File: config.mk
export PLATFORM = sky130hd
export DESIGN_NAME = uart_out_port
export DESIGN_NICKNAME = d
export VERILOG_FILES = /design/src/rtl/uart_out_port.sv
export SDC_FILE = /design/constraint.sdc
export NUM_CORES = 1
export LEC_CHECK = 0
export ABC_AREA = 0
export BUFFER_PORTS_ARGS = -buffer_cell sky130_fd_sc_hd__buf_4
export CORE_MARGIN = 2
export CORE_UTILIZATION = 65
export CTS_BUF_LIST = sky130_fd_sc_hd__clkbuf_8
export CTS_CLUSTER_SIZE = 20
export DETAILED_ROUTE_END_ITERATION = 8
export PLACE_DENSITY = 0.84
export SKIP_CTS_REPAIR_TIMING = 1
export SYNTH_ARGS = -nofsm -noshare
export SYNTH_HDL_FRONTEND = slang
export SYNTH_SLANG_ARGS = --single-unit
export TNS_END_PERCENT = 10
File: constraint.sdc
create_clock -name clk -period 5.05 [get_ports clk]
set_clock_uncertainty 0.1 [all_clocks]
set_input_delay 0.2525 -clock clk [delete_from_list [all_inputs] [get_ports clk]]
set_output_delay 0.2525 -clock clk [all_outputs]
set_load 0.02 [all_outputs]
File: src/rtl/uart_out_port.sv
// uart_out_port: small byte FIFO feeding a UART transmitter (8N1, idle-high line).
// Define UART_OUT_PARITY_EN to insert an even-parity bit (8E1 framing).
module uart_out_port #(
   parameter int unsigned CLKS_PER_BIT = 16,
   parameter int unsigned FIFO_DEPTH   = 4
) (
   input  logic       clk,
   input  logic       reset,
   input  logic [7:0] wr_data,
   input  logic       wr_en,
   output logic       full,
   output logic       empty,
   output logic       overflow,
   output logic       busy,
   output logic       tx
);
   localparam int unsigned AW = $clog2(FIFO_DEPTH);
   localparam int unsigned CW = AW + 1;
   localparam int unsigned TW = $clog2(CLKS_PER_BIT);

`ifdef UART_OUT_PARITY_EN
   typedef enum logic [2:0] {IDLE, START, DATA, PARITY, STOP} state_t;
`else
   typedef enum logic [1:0] {IDLE, START, DATA, STOP} state_t;
`endif

   state_t        state;
   logic [7:0]    mem [FIFO_DEPTH];
   logic [AW-1:0] wr_ptr;
   logic [AW-1:0] rd_ptr;
   logic [CW-1:0] count;
   logic [CW-1:0] count_nxt;
   logic [TW-1:0] timer;
   logic [2:0]    idx;
   logic [7:0]    shreg;
   logic          push_c;
   logic          pop_c;
   logic          bit_end_c;
   logic          idle_nxt_c;
`ifdef UART_OUT_PARITY_EN
   logic          par;
`endif

   // A pop happens only when the line is free to start a new frame: from IDLE or at the end of STOP.
   always_comb begin
      bit_end_c  = (timer == TW'(CLKS_PER_BIT - 1));
      push_c     = wr_en && !full;
      pop_c      = !empty && ((state == IDLE) || ((state == STOP) && bit_end_c));
      count_nxt  = count + CW'(push_c) - CW'(pop_c);
      idle_nxt_c = !pop_c && ((state == IDLE) || ((state == STOP) && bit_end_c));
   end

   always_ff @(posedge clk) begin
      if (push_c) mem[wr_ptr] <= wr_data;
   end

   always_ff @(posedge clk) begin
      if (reset) begin
         state    <= IDLE;
         tx       <= 1'b1;
         timer    <= '0;
         idx      <= '0;
         shreg    <= '0;
         wr_ptr   <= '0;
         rd_ptr   <= '0;
         count    <= '0;
         full     <= 1'b0;
         empty    <= 1'b1;
         overflow <= 1'b0;
         busy     <= 1'b0;
`ifdef UART_OUT_PARITY_EN
         par      <= 1'b0;
`endif
      end else begin
         count <= count_nxt;
         full  <= (count_nxt == CW'(FIFO_DEPTH));
         empty <= (count_nxt == '0);
         busy  <= !idle_nxt_c || (count_nxt != '0);
         if (push_c) wr_ptr <= wr_ptr + 1'b1;
         if (pop_c) rd_ptr <= rd_ptr + 1'b1;
         if (wr_en && full) overflow <= 1'b1;

         if (pop_c) begin
            // Load the next byte and drive the start bit on this same edge.
            shreg <= mem[rd_ptr];
            tx    <= 1'b0;
            timer <= '0;
            state <= START;
`ifdef UART_OUT_PARITY_EN
            par   <= ^mem[rd_ptr];
`endif
         end else begin
            case (state)
               IDLE: tx <= 1'b1;
               START: begin
                  if (bit_end_c) begin
                     timer <= '0;
                     idx   <= '0;
                     tx    <= shreg[0];
                     state <= DATA;
                  end else begin
                     timer <= timer + 1'b1;
                  end
               end
               DATA: begin
                  if (bit_end_c) begin
                     timer <= '0;
                     shreg <= {1'b0, shreg[7:1]};
                     if (idx == 3'd7) begin
`ifdef UART_OUT_PARITY_EN
                        tx    <= par;
                        state <= PARITY;
`else
                        tx    <= 1'b1;
                        state <= STOP;
`endif
                     end else begin
                        idx <= idx + 1'b1;
                        tx  <= shreg[1];
                     end
                  end else begin
                     timer <= timer + 1'b1;
                  end
               end
`ifdef UART_OUT_PARITY_EN
               PARITY: begin
                  if (bit_end_c) begin
                     timer <= '0;
                     tx    <= 1'b1;
                     state <= STOP;
                  end else begin
                     timer <= timer + 1'b1;
                  end
               end
`endif
               STOP: begin
                  if (bit_end_c) begin
                     timer <= '0;
                     state <= IDLE;
                  end else begin
                     timer <= timer + 1'b1;
                  end
               end
               default: state <= IDLE;
            endcase
         end
      end
   end
endmodule

==> results of run 1 <==
[sequential cells by signal, indices dropped and copies added, names as in the netlist, 2 cells and up, named ones only]
| signal | cells |
|---|---|
| idx | 3 |
| wr_ptr | 2 |
| state | 2 |
| count | 3 |
| mem | 32 |
| shreg | 8 |
| timer | 4 |
| rd_ptr | 2 |
[where the power goes]
group          internal (mW)  switching [mW]  leakage [nW]  total, mW
clock                  0.278           0.198         0.105      0.476
sequential             0.656          0.0859         0.548      0.742
combinational          0.218           0.261         0.441      0.479
total                   1.15           0.545          1.09       1.70
[layout make-up]
cell class | count | share of cell area [%]
multi-input cells | 130 | 34.84
well taps | 50 | 2.037
clock buffers | 9 | 4.034
flip-flops and latches | 63 | 51.51
inverters | 6 | 0.7335
clock inverters | 7 | 3.178
repair buffers | 15 | 3.667
[kinds of logic (layout without fill, tap and decap cells)]
family                   Yosys count  count (layout)  share of synthesized area (%)
AO/OA/AOI/OAI                     31              31                          10.96
XOR/XNOR                           7               7                          2.239
adder cells (fa/ha/maj)           14              14                          6.670
buffers and inverters             18              37                          3.197
flip-flops                        63              63                          57.74
multiplexers                      10              10                          7.309
AND/OR/NAND/NOR                   68              68                          11.88
[metal layers]
metal	wire (µm)	share of wire [%]	vias to the layer above
met3	138	2.8	10
met5	0	0	-
li1	-	-	802
met4	92	1.9	0
met1	2128	44	826
met2	2516	52	40
[per-stage QoR]
| stage | power [mW] | setup slack (ns) | std cells | hold WS (ns) | utilization, % |
|---|---|---|---|---|---|
| after global placement | 1.183 | 1.908 | 264 | 0.3488 | 70.71 |
| final | 1.697 | 1.609 | 280 | 0.01094 | 76.21 |
| after CTS | 1.702 | 1.629 | 280 | 0.001513 | 76.21 |
| after floorplan | 1.113 | 2.211 | 211 | 0.2327 | - |
| after detailed placement | 1.218 | 1.612 | 264 | 0.3548 | 70.71 |
| after global routing | 1.783 | 1.394 | 280 | 0.0004680 | 76.21 |
[worst paths after layout]
kind               from         to  depth (start not counted)
min reg2reg    shreg[7]   shreg[7]                          2
max reg2reg    state[0]       full                         12
min          wr_data[7]  mem[3][7]                          1
max            state[0]       full                         12
[cell usage in the layout (no fill, tap or decap), drive strengths merged, types with 3 or more instances in the layout]
cell	n
clkinv	3
xnor2	6
edfxtp	32
nand3	11
a21oi	7
nor3	6
o21ai	3
ha	13
nand2	11
nor2	24
clkbuf	9
dfxtp	31
nor2b	4
and2	4
a311oi	7
buf	15
inv	6
mux4	8
==> results by group, run 1 <==
Route
  – Vias per inst: 5.993
  – Total wire length: 4.876 mm
  – Iter 0 DRT Violations: 70
  – Drt pass-1 iters: 4
  – Drt wl/cell: approximately 17 µm
  – Routed Antenna Nets: 0
  – Vias: 1678
  – # DRC: 0

Synthesis
  – Cell taking the most area after synthesis: edfxtp_1
  – Synth top area share: 35.08%
  – Register area share after synthesis: 57.74%
  – Synth unique cells: 42
  – Mean Syn Cell Area: ~13 µm²
  – Most frequent cell after synthesis: edfxtp_1
  – Largest cells by area after synthesis: edfxtp_1, dfxtp_1, mux4_2
  – Synth Cell Area: roughly 0.0027 mm²
  – Mapped Cells: 211
  – EDFF count, synth: 32
  – Ys flop type: edfxtp_1
  – Synth cell count leaders: edfxtp_1, dfxtp_1, nor2_1
  – Synthesized flop and latch total: 63
  – FFs w/ async S/R, synth: 0%
  – Syn_nets: 236
  – Yosys warning count: 0

Clocking
  – Clk slew on worst S/H paths: 0.07 ns
  – Worst-Skew Late Latency: 0.34 ns
  – Clock Tree Buf Depth: 2
  – Sink Count: 63
  – CTS tree: done
  – Root buf cell: clkbuf_8
  – Total CTS buffers: 9
  – H-tree depth: 3

Setup path
  – CP peak stage delay: 0.61 ns
  – Worst Setup End Kind: flip-flop
  – Worst Path Max Fanout: 18
  – Worst path top cell family by delay: simple AND/OR/NAND/NOR gates
  – Worst setup SP type: flip-flop
  – CP max-delay cell: or2_1
  – Cells along the critical path: inv_1 > ha_1 > a41oi_2 > or2_1 > xnor2_1 > ha_1 > inv_1 > fa_1 > xor2_1 > xnor2_1 > nor2_1 > and3_1
  – Critical setup path kind: flip-flop to flip-flop
  – Buf+Inv Stages, Crit Path: 2
  – Worst EP arrival: 3.57 ns
  – Data required, critical path: 5.18 ns
  – Reg2reg setup slack: 1.61 ns

Placement
  – Post-Place Cell Area: 0.002849 mm²
  – IO Port Bufs: 15
  – Post-DP HPWL: 3.141 mm
  – Final GP Congestion: 0.6878

GRT
  – Initial antenna violation count: 0
  – Vias in the first global route: approximately 1600
  – Global-route wire length before repair: 7.707 mm
  – Largest net degree at the start of global routing: 31
  – Met3 usage: 4.870%
  – Global Route Usage Sum: between 20% and 30%
  – Met1 Usage GRT: between 20% and 30%
  – Total grt overflow: 0
  – Grt met2 use: roughly 41%
  – Grt peak-use layer: met2

STA
  – Min Tclk post-route: 3.441 ns
  – RSZ-0062 raised after global routing: false
  – Final Slew Violations: 0
  – TNS Setup: 0 ns
  – Fin. Hold Viols: 0
  – Tightest Pin Transition: 0.7168 ns
  – Achievable frequency: around 290 MHz
  – Rel. slew slack: 52.21%
  – Final setup fails: 0
  – Tcrit/Tclk final: 68.13%

Flow run
  – Maximum capacitance violations: 0

Layout
  – Multi-input logic area: 0.001070 mm²
  – Synth-to-layout area growth: 12.11%
  – Design Area, Final: around 0.003 mm²
  – Share of cells above drive strength 1: 22.61%
  – Fill cells: 239
  – Seq. cell area: 0.001582 mm²
  – Final nets: 250
  – Ant. Diodes: 0

Status
  – Status: complete, no violations

Floorplanning
  – Height of the die: roughly 70 µm
  – Core Region: 0.004029 mm²
  – DIE AREA: 0.004749 mm²
  – # rows: 23
  – # IOs: 16
  – Die span in x: 68.91 µm
  – Initial Utilization: 67.98%

Worst hold path
  – Hold WC Path Type: input pin to flip-flop

Power
  – Leak Pwr: 1.095 nW
  – Peak supply drop: 0.3558 mV
  – Power per cell area: roughly 550 mW/mm²
(Power assumes the default switching activity.)
==> inputs of run 2 (changes only) <==
--- a/config.mk
+++ b/config.mk
@@ -5,14 +5,14 @@
 export SDC_FILE = /design/constraint.sdc
 export NUM_CORES = 1
 export LEC_CHECK = 0
-export ABC_AREA = 0
+export ABC_AREA = 1
 export BUFFER_PORTS_ARGS = -buffer_cell sky130_fd_sc_hd__buf_4
 export CORE_MARGIN = 2
-export CORE_UTILIZATION = 65
+export CORE_UTILIZATION = 57
 export CTS_BUF_LIST = sky130_fd_sc_hd__clkbuf_8
 export CTS_CLUSTER_SIZE = 20
 export DETAILED_ROUTE_END_ITERATION = 8
-export PLACE_DENSITY = 0.84
+export PLACE_DENSITY = 0.78
 export SKIP_CTS_REPAIR_TIMING = 1
 export SYNTH_ARGS = -nofsm -noshare
 export SYNTH_HDL_FRONTEND = slang
==> constraint.sdc (replaced) <==
create_clock -name clk -period 2.8 [get_ports clk]
set_clock_uncertainty 0.1 [all_clocks]
set_input_delay 0.14 -clock clk [delete_from_list [all_inputs] [get_ports clk]]
set_output_delay 0.14 -clock clk [all_outputs]
set_load 0.02 [all_outputs]
==> run 2 against run 1 <==
Effect of this change: sequential share of layout area decreased by 3.5 points; synthesized cell count grew 51%; non-clock buffer count rose by 15; sequential power up 77%; cell area grew 7.4%; die area increased by 18%; setup slack lost 1.4 ns; fmax up 33%; critical path depth up 2; via count is 27% higher.
==> results by group, run 2 <==
Synthesis
  – Register area share after synthesis: 55.15% (-2.6 points)
  – Ys flop type: edfxtp_1
  – Largest family of logic cells by synthesized area: simple AND/OR/NAND/NOR gates
  – Cell taking the most area after synthesis: edfxtp_1
  – EDFF count, synth: 32 (unchanged)
  – Synthesized flop and latch total: 63 (unchanged)
  – Synth Cell Area: 0.002868 mm² (+4.7%)
  – Mean Syn Cell Area: 8.990 µm² (-31%)
  – Synth cell count leaders: nor2_1, nand2_1, edfxtp_1
  – Synth top area share: 33.51% (-1.6 points)
  – Syn_nets: 344 (+46%)
  – Synth unique cells: 32 (-24%)
  – XOR/XNOR share of the synthesized area: 0.9162% (-1.3 points)
  – Largest cells by area after synthesis: edfxtp_1, dfxtp_1, nor2_1
  – Most frequent cell after synthesis: nor2_1
  – Simple-gate share of the synthesized area: 20.38% (+8.5 points)
  – Synth Area in Compound Gates: 10.34% (-0.62 points)
  – Synth Area in Adders: 6.370% (-0.30 points)
  – Mapped Cells: 319 (+51%)
  – FFs w/ async S/R, synth: 0% (unchanged)
  – Yosys warning count: 0 (unchanged)
  – Mux contribution to synthesized area: 0% (-7.3 points)

GRT
  – Vias in the first global route: 1934 (+17%)
  – Largest net degree at the start of global routing: 19 (-39%)
  – Initial antenna violation count: 0 (unchanged)
  – Global-route wire length before repair: 8.355 mm (+8.4%)
  – Total grt overflow: 0 (unchanged)
  – Global Route Usage Sum: 20.40% (-3.4 points)

Route
  – Drt pass-1 iters: 4 (unchanged)
  – Vias per inst: 5.074 (-15%)
  – Routed Antenna Nets: 0 (unchanged)
  – Total wire length: 5.406 mm (+11%)
  – # DRC: 0 (unchanged)
  – Iter 0 DRT Violations: 120 (+71%)
  – Vias: 2136 (+27%)
  – Drt wl/cell: 12.84 µm (-26%)

STA
  – Fin. Hold Viols: 0 (unchanged)
  – Min Tclk post-route: 2.577 ns (-0.8634 ns)
  – Achievable frequency: 388.0 MHz (+33%)
  – Final Slew Violations: 0 (unchanged)
  – Rel. slew slack: 49.68% (-2.5 points)
  – Tightest Pin Transition: 0.7521 ns (+0.03528 ns)
  – Final setup fails: 0 (unchanged)
  – Tcrit/Tclk final: 92.05% (+24 points)

Clocking
  – Sink Count: 63 (unchanged)
  – Clk slew on worst S/H paths: 0.07 ns (about the same)
  – Clock Tree Buf Depth: 2 (unchanged)
  – Total CTS buffers: 9 (unchanged)
  – H-tree depth: 3 (unchanged)
  – Root buf cell: clkbuf_8
  – CTS tree: done
  – Worst-Skew Late Latency: 0.34 ns (about the same)

Placement
  – Final GP Congestion: 0.8379 (+22%)
  – IO Port Bufs: 15 (unchanged)
  – Post-DP HPWL: 3.561 mm (+13%)

Status
  – Status: complete, no violations

Setup path
  – Worst EP arrival: 2.71 ns (-0.86 ns)
  – Data required, critical path: 2.93 ns (-2.25 ns)
  – Worst path top cell family by delay: adder cells
  – Worst Path Max Fanout: 11 (-7)
  – WP depth: 14 (+2)
  – CP max-delay cell: fa_1
  – Buf+Inv Stages, Crit Path: 3 (+1)
  – Cells along the critical path: inv_1 > ha_2 > inv_2 > nand2_2 > nand2_4 > xor2_1 > ha_1 > inv_1 > fa_1 > xnor2_1 > xor2_1 > nand2_1 > nor2_1 > nor2_1
  – Worst Setup End Kind: flip-flop
  – Critical setup path kind: flip-flop to flip-flop
  – Worst setup SP type: flip-flop
  – R2r worst-path depth: 14 (+2)
  – CP peak stage delay: 0.38 ns (-0.23 ns)

Floorplanning
  – # IOs: 16 (unchanged)
  – # rows: 25 (+8.7%)
  – Initial Utilization: 59.92% (-8.1 points)
  – Die span in x: 74.93 µm (+8.7%)
  – Core Region: 0.004786 mm² (+19%)
  – DIE AREA: 0.005615 mm² (+18%)
  – Height of the die: 74.93 µm (+8.7%)

Layout
  – Multi-input logic area: 0.001092 mm² (+2.1%)
  – Most frequent cells in the layout: nor2_1, nand2_1, edfxtp_1
  – Fill cells: 371 (+55%)
  – Ant. Diodes: 0 (unchanged)
  – Final Core Density: 68.92% (-7.3 points)
  – Final nets: 374 (+50%)
  – Biggest register: mem
  – Commonest non-fill, non-tap cell in the layout: nor2_1
  – Synth-to-layout area growth: 15.01%
  – Largest register FFs: 32 (unchanged)
  – Share of cells above drive strength 1: 12.43% (-10 points)
  – Seq. cell area: 0.001584 mm² (+0.16%)
  – Biggest regs: mem: 32 flops, shreg: 8 flops, timer: 4 flops

Power
  – Peak supply drop: 0.5605 mV (+58%)
  – Leak Pwr: 1.388 nW (+27%)
  – Total power: 3.171 mW (+87%)
  – Power per cell area: 961.3 mW/mm² (+74%)

Worst hold path
  – Hold WC Path Type: flip-flop to flip-flop
  – Hold path cells: 2 (+1)

Flow run
  – Maximum capacitance violations: 0 (unchanged)
==> run 2: changes by cell type after synthesis, sizes merged, moves of 6 or more <==
cell    previous run  this run
a21oi              7        18
a311oi             7         0
clkbuf             7         1
inv                6        31
mux4               8         0
nand2             11        62
nor2              24        67
o211ai             0         8
o21ai              3        24
==> run 2: path summary, 6_finish.rpt <==
path / endpoint / slack, ns / startpoint
setup reg to reg: busy / 0.22 / state[0]
hold / removal: rd_ptr[1] / 0.37 / rd_ptr[1]
setup / recovery: busy / 0.22 / state[0]
hold reg to reg: rd_ptr[1] / 0.37 / rd_ptr[1]
==> run 2: layout make-up <==
class / instances / area share, %
multi-input combinational: 213 / 33.12
sequential: 63 / 48.03
timing repair buffer: 30 / 7.587
clock inverter: 6 / 0.9105
tap: 67 / 2.542
clock buffer: 10 / 4.173
inverter: 32 / 3.642
==> run 2: worst reg2reg max path: cells and delay by family, from the launching register on <==
kind / cells / cell delay (ns)
adders and majority gates: 3 / 0.77
and+or+nand+nor: 5 / 0.43
xor gates and xnor gates: 3 / 0.58
buffers and inverters: 3 / 0.23
DFF: 1 / 0.36
==> run 2: report_power, final <==
part / total (mW) / switching (mW) / internal, mW
logic: 1.19 / 0.727 / 0.466
clock network: 0.664 / 0.331 / 0.333
registers: 1.31 / 0.129 / 1.18
==> run 2: kinds of logic after synthesis <==
group / count (synthesis)
compound gates: 52
xor+xnor: 3
fa+ha+maj: 14
buf+inv: 43
flops: 63
simple gates: 144
==> run 2: stage by stage <==
| step | setup WS, ns | cells | instance area [µm²] | hold slack (ns) | setup TNS, ns |
|---|---|---|---|---|---|
| 2_1_floorplan | 0.1833 | 319 | 2868 | 0.1389 | 0 |
| 4_1_cts | 0.08056 | 408 | 3171 | -0.1164 | 0 |
| 3_3_place_gp | 0.1972 | 392 | 3003 | 0.2409 | 0 |
| 3_5_place_dp | 0.09945 | 392 | 3003 | 0.2449 | 0 |
| 5_1_grt | -0.006061 | 421 | 3298 | 0.4069 | -0.006061 |
| 6_report | 0.2226 | 421 | 3298 | 0.3736 | 0 |
==> run 2: layer usage <==
layer / GRT usage, % / vias up / wire [µm]
met4: 12.50 / 0 / 87
met5: 0 / - / 0
met3: 4.552 / 10 / 139
met1: 24.78 / 988 / 2435
met2: 33.14 / 32 / 2743
li1: - / 1106 / -
